### src/rtl/mem_arbiter.sv
// Two-requester (VGA, CPU) single-port memory arbiter: IDLE/ISSUE/RESP, one access per two cycles.
// Optional CPU starvation guard enabled by defining ARB_STARVE_GUARD_EN.
module mem_arbiter #(
   parameter int unsigned STARVE_MAX = 4
) (
   input  logic        clk,
   input  logic        rst,
   input  logic        cpu_req,
   input  logic        cpu_we,
   input  logic [15:0] cpu_adr,
   input  logic [15:0] cpu_wdata,
   output logic        cpu_gnt,
   output logic        cpu_rvalid,
   output logic [15:0] cpu_rdata,
   input  logic        vga_req,
   input  logic [15:0] vga_adr,
   output logic        vga_gnt,
   output logic        vga_rvalid,
   output logic [15:0] vga_rdata,
   output logic [15:0] mem_adr,
   output logic [15:0] mem_wdata,
   output logic        mem_read,
   output logic        mem_write,
   input  logic [15:0] mem_rdata
);

   typedef enum logic [1:0] {IDLE, ISSUE, RESP} state_t;

   state_t r_state;
   logic   r_owner_vga;
   logic   r_is_read;
   logic   w_any_req;
   logic   w_arb;
   logic   w_pick_cpu;

   if (STARVE_MAX < 1 || STARVE_MAX > 15) begin : g_starve_range
      $error("mem_arbiter: STARVE_MAX must be in 1..15");
   end

   assign w_any_req = cpu_req | vga_req;
   assign w_arb     = (r_state == IDLE) || (r_state == RESP);

`ifdef ARB_STARVE_GUARD_EN
   logic [3:0] r_starve;

   // CPU wins over a pending VGA request once VGA has taken STARVE_MAX grants in a row
   assign w_pick_cpu = cpu_req && (!vga_req || (r_starve >= 4'(STARVE_MAX)));

   always_ff @(posedge clk or negedge rst) begin
      if (!rst) begin
         r_starve <= '0;
      end else if (!cpu_req) begin
         r_starve <= '0;
      end else if (w_arb && w_any_req) begin
         if (w_pick_cpu)
            r_starve <= '0;
         else if (r_starve != 4'hF)
            r_starve <= r_starve + 4'd1;
      end
   end
`else
   assign w_pick_cpu = cpu_req && !vga_req;
`endif

   always_ff @(posedge clk or negedge rst) begin
      if (!rst) begin
         r_state     <= IDLE;
         r_owner_vga <= 1'b0;
         r_is_read   <= 1'b0;
         cpu_gnt     <= 1'b0;
         cpu_rvalid  <= 1'b0;
         cpu_rdata   <= '0;
         vga_gnt     <= 1'b0;
         vga_rvalid  <= 1'b0;
         vga_rdata   <= '0;
         mem_adr     <= '0;
         mem_wdata   <= '0;
         mem_read    <= 1'b0;
         mem_write   <= 1'b0;
      end else begin
         cpu_gnt    <= 1'b0;
         vga_gnt    <= 1'b0;
         cpu_rvalid <= 1'b0;
         vga_rvalid <= 1'b0;
         mem_read   <= 1'b0;
         mem_write  <= 1'b0;
         case (r_state)
            IDLE, RESP: begin
               // Read completion and the next arbitration share the RESP edge
               if (r_state == RESP && r_is_read) begin
                  if (r_owner_vga) begin
                     vga_rdata  <= mem_rdata;
                     vga_rvalid <= 1'b1;
                  end else begin
                     cpu_rdata  <= mem_rdata;
                     cpu_rvalid <= 1'b1;
                  end
               end
               if (w_any_req) begin
                  r_state <= ISSUE;
                  if (w_pick_cpu) begin
                     r_owner_vga <= 1'b0;
                     r_is_read   <= !cpu_we;
                     mem_adr     <= cpu_adr;
                     mem_wdata   <= cpu_wdata;
                     mem_read    <= !cpu_we;
                     mem_write   <= cpu_we;
                     cpu_gnt     <= 1'b1;
                  end else begin
                     r_owner_vga <= 1'b1;
                     r_is_read   <= 1'b1;
                     mem_adr     <= vga_adr;
                     mem_wdata   <= '0;
                     mem_read    <= 1'b1;
                     vga_gnt     <= 1'b1;
                  end
               end else begin
                  r_state <= IDLE;
               end
            end
            ISSUE:   r_state <= RESP;
            default: r_state <= IDLE;
         endcase
      end
   end

endmodule

### config.mk
export PLATFORM = sky130hd
export DESIGN_NAME = mem_arbiter
export DESIGN_NICKNAME = d
export VERILOG_FILES = /design/src/rtl/mem_arbiter.sv
export SDC_FILE = /design/constraint.sdc
export NUM_CORES = 1
export LEC_CHECK = 0
export ABC_AREA = 0
export BUFFER_PORTS_ARGS = -buffer_cell sky130_fd_sc_hd__buf_2
export CAP_MARGIN = 20
export CORE_ASPECT_RATIO = 0.8
export CORE_MARGIN = 1
export CORE_UTILIZATION = 48
export DETAILED_ROUTE_END_ITERATION = 8
export PLACE_DENSITY = 0.82
export SLEW_MARGIN = 40
export SYNTH_ARGS = -nofsm -noshare
export SYNTH_HDL_FRONTEND = slang
export SYNTH_SLANG_ARGS = --single-unit
### constraint.sdc
create_clock -name clk -period 1.85 [get_ports clk]
set_input_delay 0.555 -clock clk [delete_from_list [all_inputs] [get_ports clk]]
set_output_delay 0.555 -clock clk [all_outputs]
set_load 0.01 [all_outputs]
==> flow_metrics.py <==
metrics = {
    "run_status": {
        "outcome": "finished, final reports clean",
    },
    "critical_path": {
        "critPathMaxFanout": 37,
        "cp-start-kind": "flop",
        "worstPathArrival_ns": 1.72,
        "worst_ep_required_time_ns": 2.08,
        "r2r_setup_slack_ns": 0.36,
        "path_class": "flop to flop",
        "endpoint_kind": "flop",
        "rr_worst_depth": 3,
    },
    "logic_synthesis": {
        "syn_nets": 329,
        "synth_seq_area_share_pct": 55.8,
        "ys_ff_latch": 74,
        "yosysWarnings": 0,
        "synth.distinct_cells": 29,
        "syn_area_um2": 3320,
        "avgSynthCellArea_um2": 12.8,
        "syn_inst": 260,
        "synth_top_area_cell": "dfrtp_1",
        "synth_top_area_share_pct": 55.8,
        "synth_area_leaders": "dfrtp_1 (56%), mux2_2 (7.8%), o221ai_1 (4.2%)",
    },
    "clock_network": {
        "clkLatencyLatePin_ns": 0.34,
        "post_cts_buffers": 0,
        "post_cts_resized": 0,
        "htreeDepth": 3,
        "root_buffer": "clkbuf_8",
        "cts.path.max_buffers": 2,
        "cts_hold_buf": 0,
        "cts-buffers-inserted": 9,
        "cts.sinks": 74,
        "cts_tree": "done",
        "clkTransAtPathRegs_ns": 0.08,
    },
    "grt": {
        "grt_max_degree": 38,
        "grt_pass1_vias": 2498,
        "grt_pass1_wl_mm": 11.9,
        "antenna_found_initial": 0,
        "grtUsageTotal_pct": 21.4,
        "grt_overflow": 0,
    },
    "placement": {
        "finalWeightedCongestion": 0.744,
        "portBuffers": 138,
        "hpwlAfterDp_mm": 5.15,
    },
    "die": {
        "num_io_pins": 139,
        "core_um2": 6540,
        "initial_utilization_pct": 50.7,
        "die_area_um2": 7250,
        "die_width_um": 94.9,
        "std_cell_rows": 26,
        "die_y_um": 76.4,
    },
    "detailed_routing": {
        "viasPerCell": 5.24,
        "met1_length_mm": 3.26,
        "dr_wl_met2_mm": 3.38,
        "drtAntennaViolNets": 0,
        "routed-wl-met3_um": 510,
        "drc": 0,
        "drt-initial-drc-count": 99,
        "post_drt_wl_per_cell_um": 15.0,
        "top_layer": "met4",
        "drt_wl_total_mm": 7.26,
        "firstDrtPassIters": 5,
        "dr_total_vias": 2540,
    },
    "sta": {
        "tns_ns": 0,
        "fin_crit_ns": 1.49,
        "setup_viol": 0,
        "rsz0062_at_grt": "false",
        "clock.fmax_ghz": 0.670,
        "worst_pin_slew_ns": 0.604,
        "drv_slew": 0,
        "hold_viol_final": 0,
        "relSlewSlack_pct": 59.8,
        "skew_ns": 0.00676,
        "finalCritPeriodShare_pct": 80.6,
    },
    "layout": {
        "final_cell_mix": "buf_2 (137), dfrtp_1 (74), inv_1 (28)",
        "antennaDiodeCount": 0,
        "finalNetCount": 466,
        "final_common_cell": "buf_2",
        "syn2layout_area_growth_pct": 29.9,
        "drive_gt1_share_pct": 51.6,
        "final_util_pct": 65.9,
    },
    "hold_path": {
        "hp-class": "input port to async pin",
    },
    "pwr": {
        "p_per_area_nw_per_um2": 1270,
        "ir_worst_vdd_mv": 0.442,
        "combPwrFrac_pct": 29.7,
        "power.internal_mw": 3.87,
        "p_sw_mw": 1.61,
        "p_leak_nw": 2.10,
        "p_sw_share_pct": 29.4,
        "seq_power_share_pct": 43.2,
        "power.share.clock_pct": 27.1,
    },
    "job": {
        "max-cap-violations": 0,
    },
}
==> cell usage after synthesis <==
| library cell | instances |
|---|---|
| nand2_1 | 16 |
| and4bb_1 | 1 |
| o21bai_2 | 1 |
| nor4b_1 | 8 |
| o221ai_1 | 16 |
| o221a_2 | 8 |
| nand2b_1 | 2 |
| nand3b_1 | 16 |
| buf_2 | 8 |
| or4b_1 | 8 |
| and4bb_2 | 1 |
| nor2b_1 | 3 |
| and2_1 | 1 |
| a21oi_1 | 1 |
| nor3_1 | 2 |
| mux2_2 | 23 |
| nand4b_4 | 1 |
| buf_4 | 1 |
| or2_1 | 1 |
| o21ai_0 | 1 |
| nor3b_1 | 8 |
| buf_6 | 6 |
| mux2_4 | 9 |
| clkbuf_1 | 6 |
| a211oi_1 | 8 |
| inv_2 | 1 |
| inv_1 | 28 |
| dfrtp_1 | 74 |
| buf_12 | 1 |
==> state kept, by name (all words and copies together), names as in the netlist <==
| name | flops |
|---|---|
| r_state | 2 |
| r_owner_vga | 1 |
| mem_read | 1 |
| vga_rvalid | 1 |
| cpu_gnt | 1 |
| cpu_rvalid | 1 |
| cpu_rdata | 16 |
| mem_write | 1 |
| mem_adr | 16 |
| vga_rdata | 16 |
| vga_gnt | 1 |
| r_is_read | 1 |
| mem_wdata | 16 |
==> worst max-delay path, cell delays in order (launching register included) <==
cell	delay (ns)
dfrtp_1	0.41
buf_4	0.25
or4b_1	0.57
o221a_2	0.15
==> through the flow <==
step           worst slack (ns)  cell area, µm²  instances  hold WS [ns]  total power, mW
2_1_floorplan             0.297            3320        260         0.259             3.32
5_1_grt                   0.273            4310        485         0.177             5.83
3_5_place_dp              0.150            4070        470         0.486             4.04
4_1_cts                   0.362            4310        485         0.163             5.55
3_3_place_gp              0.212            4070        470         0.481             3.97
6_report                  0.358            4310        485         0.163             5.47
==> layer usage <==
metal | up-vias | global-route usage [%]
li1 | 1212 | -
met1 | 1210 | 27.0
met2 | 105 | 34.1
met3 | 13 | 7.09
met4 | 0 | 7.58
met5 | - | 0
==> final cells by class <==
| class | instances | area, µm² |
|---|---|---|
| repair buffers | 148 | 806 |
| flip-flops and latches | 74 | 1850 |
| fillers | 527 | 2230 |
| well taps | 84 | 105 |
| clock inverters | 6 | 115 |
| multi-input cells | 135 | 1200 |
| clock buffers | 9 | 124 |
| inverters | 29 | 109 |
==> power by group through the flow <==
stage / registers (mW) / clock network (mW) / logic [mW]
after detailed placement: 2.39 / 0 / 1.64
after global placement: 2.37 / 0 / 1.60
after floorplan: 2.62 / 0 / 0.696
final: 2.36 / 1.49 / 1.63
after CTS: 2.37 / 1.53 / 1.65
after global routing: 2.43 / 1.62 / 1.78
==> worst paths after layout <==
kind                              start            to
max                          r_state[0]   mem_adr[10]
min                                 rst  cpu_rdata[0]
max reg2reg                  r_state[0]   mem_adr[10]
min reg2reg                vga_rdata[4]  vga_rdata[4]
max in group asynchronous           rst    r_state[1]
min in group clk           mem_rdata[1]  vga_rdata[1]
==> logic make-up after synthesis <==
family,Yosys count,share of synthesized area [%]
flops,74,55.8
simple gates,68,14.9
buf+inv,51,8.03
compound gates,35,9.39
mux,32,11.9
(Power assumes the default switching activity.)
